### src/rtl/uart_pkg.sv
// Shared types and elaboration helpers for the parametrised UART transmitter.
package uart_pkg;

  typedef enum logic [2:0] {
    StIdle,
    StStart,
    StData,
    StParity,
    StStop
  } uart_state_e;

  localparam int unsigned PARITY_NONE = 0;
  localparam int unsigned PARITY_ODD  = 1;
  localparam int unsigned PARITY_EVEN = 2;

  // Clocks per line bit, rounded to nearest.
  function automatic int unsigned calc_div(input int unsigned clk_freq,
                                           input int unsigned baud);
    return (clk_freq + baud / 2) / baud;
  endfunction

  function automatic int unsigned frame_bits(input int unsigned data_bits,
                                             input int unsigned parity_mode,
                                             input int unsigned stop_bits);
    return 1 + data_bits + ((parity_mode != PARITY_NONE) ? 1 : 0) + stop_bits;
  endfunction

endpackage

### src/rtl/uart_sync_fifo.sv
// Single-clock FIFO with registered level and full flag; head is read combinationally.
module uart_sync_fifo #(
  parameter int unsigned WIDTH = 8,
  parameter int unsigned DEPTH = 4
) (
  input  logic             clk,
  input  logic             rst_n,
  input  logic             push,
  input  logic [WIDTH-1:0] wdata,
  input  logic             pop,
  output logic [WIDTH-1:0] rdata,
  output logic             full,
  output logic             empty
);

  localparam int unsigned AW = (DEPTH > 1) ? $clog2(DEPTH) : 1;

  logic [WIDTH-1:0] mem_q [DEPTH];
  logic [AW-1:0]    wptr_q, rptr_q;
  logic [AW:0]      count_q, count_d;
  logic             full_q;
  logic             do_push, do_pop;

  // The registered full flag alone decides; a same-cycle pop does not admit a write.
  assign do_push = push & ~full_q;
  assign do_pop  = pop & (count_q != '0);

  always_comb begin
    count_d = count_q;
    if (do_push && !do_pop) begin
      count_d = count_q + 1'b1;
    end else if (!do_push && do_pop) begin
      count_d = count_q - 1'b1;
    end
  end

  always_ff @(posedge clk or negedge rst_n) begin
    if (!rst_n) begin
      wptr_q  <= '0;
      rptr_q  <= '0;
      count_q <= '0;
      full_q  <= 1'b0;
    end else begin
      if (do_push) wptr_q <= wptr_q + 1'b1;
      if (do_pop)  rptr_q <= rptr_q + 1'b1;
      count_q <= count_d;
      full_q  <= (count_d == (AW + 1)'(DEPTH));
    end
  end

  always_ff @(posedge clk) begin
    if (do_push) mem_q[wptr_q] <= wdata;
  end

  assign rdata = mem_q[rptr_q];
  assign full  = full_q;
  assign empty = (count_q == '0);

endmodule

### src/rtl/uart_tx_fifo.sv
// Parametrised UART transmitter with a small TX FIFO; frames are sent back to back.
module uart_tx_fifo
  import uart_pkg::*;
#(
  parameter int unsigned CLK_FREQ    = 100_000_000,
  parameter int unsigned BAUD        = 19_200,
  parameter int unsigned DATA_BITS   = 8,
  parameter int unsigned PARITY_MODE = 1,
  parameter int unsigned STOP_BITS   = 1,
  parameter int unsigned FIFO_DEPTH  = 4
) (
  input  logic                 clk,
  input  logic                 rst_n,
  input  logic                 TxD_start,
  input  logic [DATA_BITS-1:0] TxD_data,
  output logic                 TxD,
  output logic                 TxD_busy,
  output logic                 TxD_full,
  output logic                 TxD_overflow
);

  if (DATA_BITS < 5 || DATA_BITS > 9) begin : gen_bad_data_bits
    $error("uart_tx_fifo: DATA_BITS must be within 5..9");
  end
  if (PARITY_MODE > PARITY_EVEN) begin : gen_bad_parity
    $error("uart_tx_fifo: PARITY_MODE must be 0, 1 or 2");
  end
  if (STOP_BITS < 1 || STOP_BITS > 2) begin : gen_bad_stop
    $error("uart_tx_fifo: STOP_BITS must be 1 or 2");
  end
  if (FIFO_DEPTH < 2 || (FIFO_DEPTH & (FIFO_DEPTH - 1)) != 0) begin : gen_bad_depth
    $error("uart_tx_fifo: FIFO_DEPTH must be a power of 2 and at least 2");
  end

  localparam int unsigned Div     = calc_div(CLK_FREQ, BAUD);
  localparam int unsigned StopLen = STOP_BITS * Div;
  localparam int unsigned CntW    = $clog2(StopLen + 1);
  localparam int unsigned IdxW    = $clog2(DATA_BITS);

  uart_state_e          state_q;
  logic [CntW-1:0]      cnt_q;
  logic [IdxW-1:0]      idx_q;
  logic [DATA_BITS-1:0] data_q;
  logic                 txd_q;
  logic                 ovf_q;

  logic [DATA_BITS-1:0] fifo_rdata;
  logic                 fifo_full, fifo_empty;
  logic                 pop;
  logic                 bit_done, stop_done, par_bit;

  uart_sync_fifo #(
    .WIDTH (DATA_BITS),
    .DEPTH (FIFO_DEPTH)
  ) u_fifo (
    .clk   (clk),
    .rst_n (rst_n),
    .push  (TxD_start),
    .wdata (TxD_data),
    .pop   (pop),
    .rdata (fifo_rdata),
    .full  (fifo_full),
    .empty (fifo_empty)
  );

  assign bit_done  = (cnt_q == CntW'(Div - 1));
  assign stop_done = (cnt_q == CntW'(StopLen - 1));
  assign par_bit   = (PARITY_MODE == PARITY_ODD) ? ~^data_q : ^data_q;

  // One pop per frame: from idle, or chained straight out of the last stop clock.
  assign pop = ~fifo_empty & ((state_q == StIdle) | ((state_q == StStop) & stop_done));

  always_ff @(posedge clk or negedge rst_n) begin
    if (!rst_n) begin
      state_q <= StIdle;
      cnt_q   <= '0;
      idx_q   <= '0;
      data_q  <= '0;
      txd_q   <= 1'b1;
      ovf_q   <= 1'b0;
    end else begin
      ovf_q <= TxD_start & fifo_full;
      unique case (state_q)
        StIdle: begin
          if (pop) begin
            data_q  <= fifo_rdata;
            cnt_q   <= '0;
            txd_q   <= 1'b0;
            state_q <= StStart;
          end
        end
        StStart: begin
          if (bit_done) begin
            cnt_q   <= '0;
            idx_q   <= '0;
            txd_q   <= data_q[0];
            state_q <= StData;
          end else begin
            cnt_q <= cnt_q + 1'b1;
          end
        end
        StData: begin
          if (bit_done) begin
            cnt_q <= '0;
            if (idx_q == IdxW'(DATA_BITS - 1)) begin
              if (PARITY_MODE != PARITY_NONE) begin
                txd_q   <= par_bit;
                state_q <= StParity;
              end else begin
                txd_q   <= 1'b1;
                state_q <= StStop;
              end
            end else begin
              idx_q <= idx_q + 1'b1;
              txd_q <= data_q[idx_q + 1'b1];
            end
          end else begin
            cnt_q <= cnt_q + 1'b1;
          end
        end
        StParity: begin
          if (bit_done) begin
            cnt_q   <= '0;
            txd_q   <= 1'b1;
            state_q <= StStop;
          end else begin
            cnt_q <= cnt_q + 1'b1;
          end
        end
        StStop: begin
          if (stop_done) begin
            cnt_q <= '0;
            if (pop) begin
              data_q  <= fifo_rdata;
              txd_q   <= 1'b0;
              state_q <= StStart;
            end else begin
              txd_q   <= 1'b1;
              state_q <= StIdle;
            end
          end else begin
            cnt_q <= cnt_q + 1'b1;
          end
        end
        default: begin
          txd_q   <= 1'b1;
          state_q <= StIdle;
        end
      endcase
    end
  end

  assign TxD          = txd_q;
  assign TxD_busy     = (state_q != StIdle) | ~fifo_empty;
  assign TxD_full     = fifo_full;
  assign TxD_overflow = ovf_q;

endmodule
### config.mk
export PLATFORM = sky130hd
export DESIGN_NAME = uart_tx_fifo
export DESIGN_NICKNAME = d
export VERILOG_FILES = /design/src/rtl/uart_pkg.sv /design/src/rtl/uart_sync_fifo.sv /design/src/rtl/uart_tx_fifo.sv
export SDC_FILE = /design/constraint.sdc
export NUM_CORES = 1
export LEC_CHECK = 0
export ABC_AREA = 1
export CAP_MARGIN = 20
export CORE_MARGIN = 2
export CORE_UTILIZATION = 35
export DETAILED_ROUTE_END_ITERATION = 8
export PLACE_DENSITY = 0.57
export SETUP_SLACK_MARGIN = 0.05
export SLEW_MARGIN = 40
export SYNTH_ARGS = -nofsm -noshare
export SYNTH_HDL_FRONTEND = slang
export SYNTH_HIERARCHICAL = 1
export SYNTH_SLANG_ARGS = --single-unit
### constraint.sdc
create_clock -name clk -period 4 [get_ports clk]
set_input_delay 0.4 -clock clk [delete_from_list [all_inputs] [get_ports clk]]
set_output_delay 0.4 -clock clk [all_outputs]
set_load 0.02 [all_outputs]
; Word level (Yosys, flattened, before mapping)
; Memory sizes are Yosys's and may differ from the RTL's.
; Cells that the tools add are included.
[word_totals]
ramBits = 32
latchBits = 0
rom_bits = 0
elab_cells = 91
regBits = 37
mem_count = 1
out_inout_bits = 4
[op_classes]
reduce_logical = 18
mul = 0
n_addsub = 6
bitwise = 9
order_cmp = 1
shifts = 0
mux = 32
n_eq_ne = 14
div_mod_pow = 0
[mem_list]
columns = name, words, width, rd, rd_ports_with_merged_regs, wr, line
row1 = u_fifo.mem_q, 4, 8, 1, 0, 1, uart_sync_fifo.sv:18  ; logic [WIDTH-1:0] mem_q [DEPTH];
[ops]
columns = cell, n
row1 = 3-bit two-way mux, 11
row2 = 13-bit two-way mux, 2
row3 = 13-bit case mux with 2 select lines, 1
row4 = 8-bit two-way mux, 2
row5 = 8-bit case mux with 2 select lines, 1
row6 = 3-bit case mux with 5 select lines, 1
row7 = "13-bit by 1-bit adder with 13-bit output, second input constant", 1
row8 = "13-bit == test, second input constant", 1
row9 = "2-bit != test, second input constant", 6
row10 = 1-bit two-way mux, 11
row11 = "3-bit == test, second input constant", 3
row12 = 8-bit XNOR reduction, 1
row13 = "3-bit by 1-bit adder with 3-bit output, second input constant", 2
row14 = "3-bit by 2-bit == test with 1-bit output, second input constant", 2
row15 = 3-bit logical NOT, 2
row16 = 3-bit case mux with 2 select lines, 1
row17 = 6-bit AND reduction, 1
row18 = 2-bit nonzero test, 3
row19 = 3-bit nonzero test, 2
row20 = 1-bit bitwise AND, 5
row21 = 1-bit case mux with 5 select lines, 1
row22 = 5-bit AND reduction, 1
row23 = "2-bit by 1-bit adder with 2-bit output, second input constant", 2
row24 = "3-bit by 4-bit less-than comparator with 1-bit output, second input constant", 1
row25 = 11 further kinds, 16

; Longest topological paths before layout
[depth]
word_depth = 9
depth_mapped = 15
ltp_nobuf = 14

; By module
; The synthesis kept the hierarchy.
[by_module_without_submodules]
columns = mod, n_inst, area_per_inst_um2, seq_area_each_um2, cells_each
row1 = uart_tx_fifo, 1, 1863.0, 726.9, 243
row2 = uart_sync_fifo, 1, 1746.7, 1161.1, 145

; Worst setup path after synthesis
; OpenSTA, ideal clock, no wires.
[synth_timing]
path_type = flip-flop to flip-flop
start = reg cnt_q[0]
end = reg u_fifo.full_q (netlist: u_fifo/full)
n_path_buf = 1
synth_period_minus_slack_ps = 1798
path_stages_with_launch = 16
t_arrival_ps = 1729
slack_ps = 2202
setup_time_ps = 69
cell_sequence = dfrtp_1 > ha_1 > nand2_1 > nor2_4 > nand3_4 > nand2_1 > nand2_2 > clkinv_2 > buf_6 > nand2_4 > nand2_2 > nand2_1 > nor2_2 > nor2_2 > nand2_1 > nor2_2
[synth_via]
elab_chain_len = 9
elab_cells_between_ends = 11
[synth_rtl]
columns = item, line
row1 = start: declaration, uart_tx_fifo.sv:41  ; logic [CntW-1:0] cnt_q;
row2 = start signal: assignment, uart_tx_fifo.sv:99  ; cnt_q <= cnt_q + 1'b1;
row3 = start signal: assignment, uart_tx_fifo.sv:118  ; cnt_q <= cnt_q + 1'b1;
row4 = start signal: assignment, uart_tx_fifo.sv:127  ; cnt_q <= cnt_q + 1'b1;
row5 = 13-bit == test *, uart_tx_fifo.sv:67  ; assign stop_done = (cnt_q == CntW'(StopLen - 1));
row6 = 1-bit bitwise AND *, uart_tx_fifo.sv:71  ; assign pop = ~fifo_empty & ((state_q == StIdle) | ((state_q == StStop) & stop_done));
row7 = 1-bit OR *, uart_tx_fifo.sv:71
row8 = 1-bit bitwise AND *, uart_tx_fifo.sv:71
row9 = via pop, uart_tx_fifo.sv:49  ; logic pop;
row10 = 1-bit bitwise AND *, uart_sync_fifo.sv:26  ; assign do_pop = pop & (count_q != '0);
row11 = 1-bit logical AND / 1-bit logical NOT (equally long branches), "uart_sync_fifo.sv:32, uart_sync_fifo.sv:30"
row12 = 3-bit two-way mux / 1-bit logical AND (equally long branches), "uart_sync_fifo.sv:32, uart_sync_fifo.sv:30"
row13 = 3-bit two-way mux *, uart_sync_fifo.sv:30  ; if (do_push && !do_pop) begin
row14 = 3-bit == test *, uart_sync_fifo.sv:47  ; full_q <= (count_d == (AW + 1)'(DEPTH));
row15 = end signal: assignment, uart_sync_fifo.sv:47
row16 = end: declaration, uart_sync_fifo.sv:21  ; logic full_q;
; The timed path passes the listed nets; every way through them passes the cells marked *.
; A chain may end at the register's enable or synchronous reset.

; Final worst setup path
[layout_timing]
start = reg u_fifo.count_q[0]
end = out TxD_busy
[layout_via]
elab_chain_len = 3
[layout_rtl]
columns = item, line
row1 = start: declaration, uart_sync_fifo.sv:20  ; logic [AW:0] count_q, count_d;
row2 = start signal: assignment, uart_sync_fifo.sv:46  ; count_q <= count_d;
row3 = 3-bit logical NOT, uart_sync_fifo.sv:57  ; assign empty = (count_q == '0);
row4 = via fifo_empty, uart_tx_fifo.sv:48  ; logic fifo_full, fifo_empty;
row5 = 1-bit NOT, uart_tx_fifo.sv:154  ; assign TxD_busy = (state_q != StIdle) | ~fifo_empty;
row6 = 1-bit OR, uart_tx_fifo.sv:154
row7 = end: declaration, uart_tx_fifo.sv:17  ; output logic TxD_busy,
; The timed path passes the listed nets, and every way through them passes these cells.

==> impl_metrics.py <==
metrics = {
    "floorplanning": {
        "core_um2": 10200,
        "die_h_um": 106,
        "die_w_um": 106,
        "die_area_um2": 11100,
        "start_util_pct": 35.4,
        "ios": 15,
        "rows": 37,
    },
    "power": {
        "peakVddDrop_mv": 0.168,
        "p_per_area_nw_per_um2": 428,
        "leakage_nw": 1.73,
    },
    "logic_synthesis": {
        "synth_top_cell_area_share_pct": 26.6,
        "synth_warnings": 6,
        "netlist_area_um2": 3610,
        "yosys.area.top_type": "edfxtp_1",
        "synthesis.nets": 409,
        "synth_seq_cells": 69,
        "synth.avg_cell_area_um2": 9.30,
        "synth_area_leaders": "edfxtp_1, dfrtp_1, nand2_1",
        "netlist_instances": 388,
        "yosysSeqAreaShare_pct": 52.3,
        "ys_types": 37,
    },
    "sta": {
        "fmax_mhz": 423,
        "fin_tns_setup_ps": 0,
        "slew_violations": 0,
        "finalClockSkew_ps": 12.6,
        "setup_violations": 0,
        "hold_viol_final": 0,
        "period_share_pct": 59.0,
        "period_minus_slack_ps": 2360,
        "maxSlewHeadroom_pct": 47.2,
        "tightest_slew_ps": 790,
        "rsz0062_at_grt": "false",
    },
    "layout": {
        "drive_gt1_share_pct": 19.0,
        "area_delta_synth_final_pct": 12.0,
        "nets": 427,
        "diodes": 0,
        "fin_util_pct": 39.7,
    },
    "setup_path": {
        "cp_data_arrival_time_ps": 1960,
        "cp_max_fo": 6,
        "crit_start": "u_fifo/count_q[0]$_DFF_PN0_",
        "worst_setup_path_end_kind": "output pin",
        "r2r_cells": 14,
        "r2r_start": "cnt_q[0]$_DFFE_PN0P_",
        "start_kind": "register",
        "critPathKind": "reg2out",
        "worstReg2RegEnd": "u_fifo/full$_DFF_PN0_",
        "crit_required_ps": 3600,
        "r2r_setup_slack_ps": 1930,
    },
    "routing": {
        "drc": 0,
        "drt-initial-drc-count": 116,
        "finalWirelength_um": 6390,
        "drt_first_pass_iters": 4,
        "wl_per_cell_um": 11.7,
        "num_vias": 2539,
        "vias_per_cell": 4.64,
        "postRouteAntennaNets": 0,
    },
    "placed_design": {
        "place_congestion": 0.792,
        "portBuffers": 14,
        "hpwlAfterDp_um": 4490,
    },
    "clocking": {
        "clock-sinks": 69,
        "cts_buffers": 9,
        "postCtsHoldBufs": 0,
        "clk_pin_slew_ps": 90,
        "post-cts-setup-buffers": 0,
        "clk_path_buf_depth": 2,
        "cts_resized": 0,
        "clock-root-buffer": "clkbuf_8",
        "cts_tree": "yes",
        "cts_max_level": 3,
        "clk_latency_ps": 340,
    },
    "grt": {
        "grt_max_degree": 38,
        "grt_pass1_vias": 2479,
        "grtUsageTotal_pct": 12.8,
        "antenna_found_initial": 0,
        "grt_pass1_wl_um": 11300,
        "grt_overflow": 0,
    },
    "status": {
        "status": "complete, no violations",
    },
    "run": {
        "maxCapViolCount": 0,
    },
    "worst_hold_path": {
        "hp-class": "in2async",
    },
}
## flip-flops by register name, indices dropped and copies added, names as in the netlist, 2 cells and up
name / flops
u_fifo/count_q: 3
state_q: 3
cnt_q: 13
u_fifo/wptr_q: 2
data_q: 8
u_fifo/mem_q: 32
idx_q: 3
u_fifo/rptr_q: 2
## cells in the final DEF (no fill, tap or decap), types with 2 or more instances in the layout
cell type | netlist | layout
nand4_1 | 3 | 3
edfxtp_1 | 32 | 32
o21ai_0 | 27 | 27
clkinv_2 | 1 | 3
a21oi_1 | 8 | 8
nand2_4 | 7 | 7
clkdlybuf4s50_1 | 0 | 13
nor2_1 | 37 | 37
o22ai_1 | 9 | 9
nor2_4 | 8 | 8
nor3b_2 | 3 | 3
nand2_1 | 78 | 78
inv_2 | 14 | 14
nor3_2 | 5 | 5
nand3_1 | 15 | 15
nand3_2 | 3 | 3
nor2_2 | 6 | 6
clkbuf_8 | 0 | 9
ha_1 | 10 | 10
nor3_1 | 3 | 3
dfrtp_1 | 36 | 36
inv_4 | 2 | 2
nand2_2 | 7 | 7
o21ai_1 | 14 | 14
inv_1 | 40 | 40
xor2_1 | 2 | 2
o211ai_1 | 2 | 2
inv_6 | 0 | 3
## power breakdown
group	switching, mW	total, mW	leakage (nW)	internal [mW]
Clock	0.292	0.525	0.0923	0.233
Sequential	0.0372	0.887	0.757	0.850
Combinational	0.209	0.316	0.877	0.108
Total	0.538	1.73	1.73	1.19
## layer usage
| metal | up-vias | GRT usage [%] | wire (um) |
|---|---|---|---|
| li1 | 1316 | - | - |
| met1 | 1188 | 15.7 | 2980 |
| met2 | 33 | 21.5 | 3170 |
| met3 | 2 | 3.96 | 192 |
| met4 | 0 | 4.42 | 38 |
| met5 | - | 0 | 0 |
## worst max-delay path: stages, from the launching register on
cell and delay (ps):
dfrtp_1 380, inv_1 90, ha_1 230, nand2_4 110
inv_1 90, nand2_4 110, clkdlybuf4s50_1 610
## logic make-up (layout without fill, tap and decap cells)
logic type,after synthesis,after routing,share of synthesized area (%)
AO/OA/AOI/OAI,64,64,9.67
XOR/XNOR,2,2,0.485
adder cells (fa/ha/maj),10,10,3.47
buffers and inverters,65,88,7.80
flip-flops,69,69,52.3
AND/OR/NAND/NOR,178,178,26.3
## synth_stat cells, drive strengths merged
library cell,n
o22ai,9
buf,6
nand2,92
dfrtp,36
a32o,1
o211ai,2
nand3,19
a21oi,8
o21a,1
nand4,3
a31oi,1
nor3,9
or2,1
nor3b,3
o21ai,41
edfxtp,32
nor2,51
clkbuf,1
dfstp,1
a22o,1
clkinv,2
ha,10
inv,56
xor2,2
## metrics by stage
stage	area (um2)	total power, mW	std cells	hold slack, ps	setup slack, ps
floorplan	3610	1.13	388	104	2200
global placement	3860	1.21	531	484	1930
detailed placement	3860	1.23	531	401	1910
CTS	4040	1.76	547	2.98	1610
global route	4040	1.83	547	17.5	1560
finish	4040	1.73	547	5.80	1640
## how the worst max path moves through the flow
stage                                               to  slack [ps]  depth (start not counted)
final                                         TxD_busy        1640                          6
after global routing                          TxD_busy        1560                          6
after CTS                                     TxD_busy        1610                          6
after detailed placement  u_fifo/mem_q[3][2]$_DFFE_PP_        1910                          3
after global placement    u_fifo/mem_q[2][2]$_DFFE_PP_        1930                          3
after floorplan                  u_fifo/full$_DFF_PN0_        2200                         15
## cell type report
| cell class | instances | area (um2) |
|---|---|---|
| clock buffers | 9 | 124 |
| clock inverters | 7 | 55.1 |
| fillers | 1014 | 6140 |
| inverters | 58 | 229 |
| multi-input cells | 254 | 1440 |
| flip-flops and latches | 69 | 1890 |
| well taps | 136 | 170 |
| repair buffers | 14 | 138 |
Note: power is estimated with default switching activity, not from simulation.
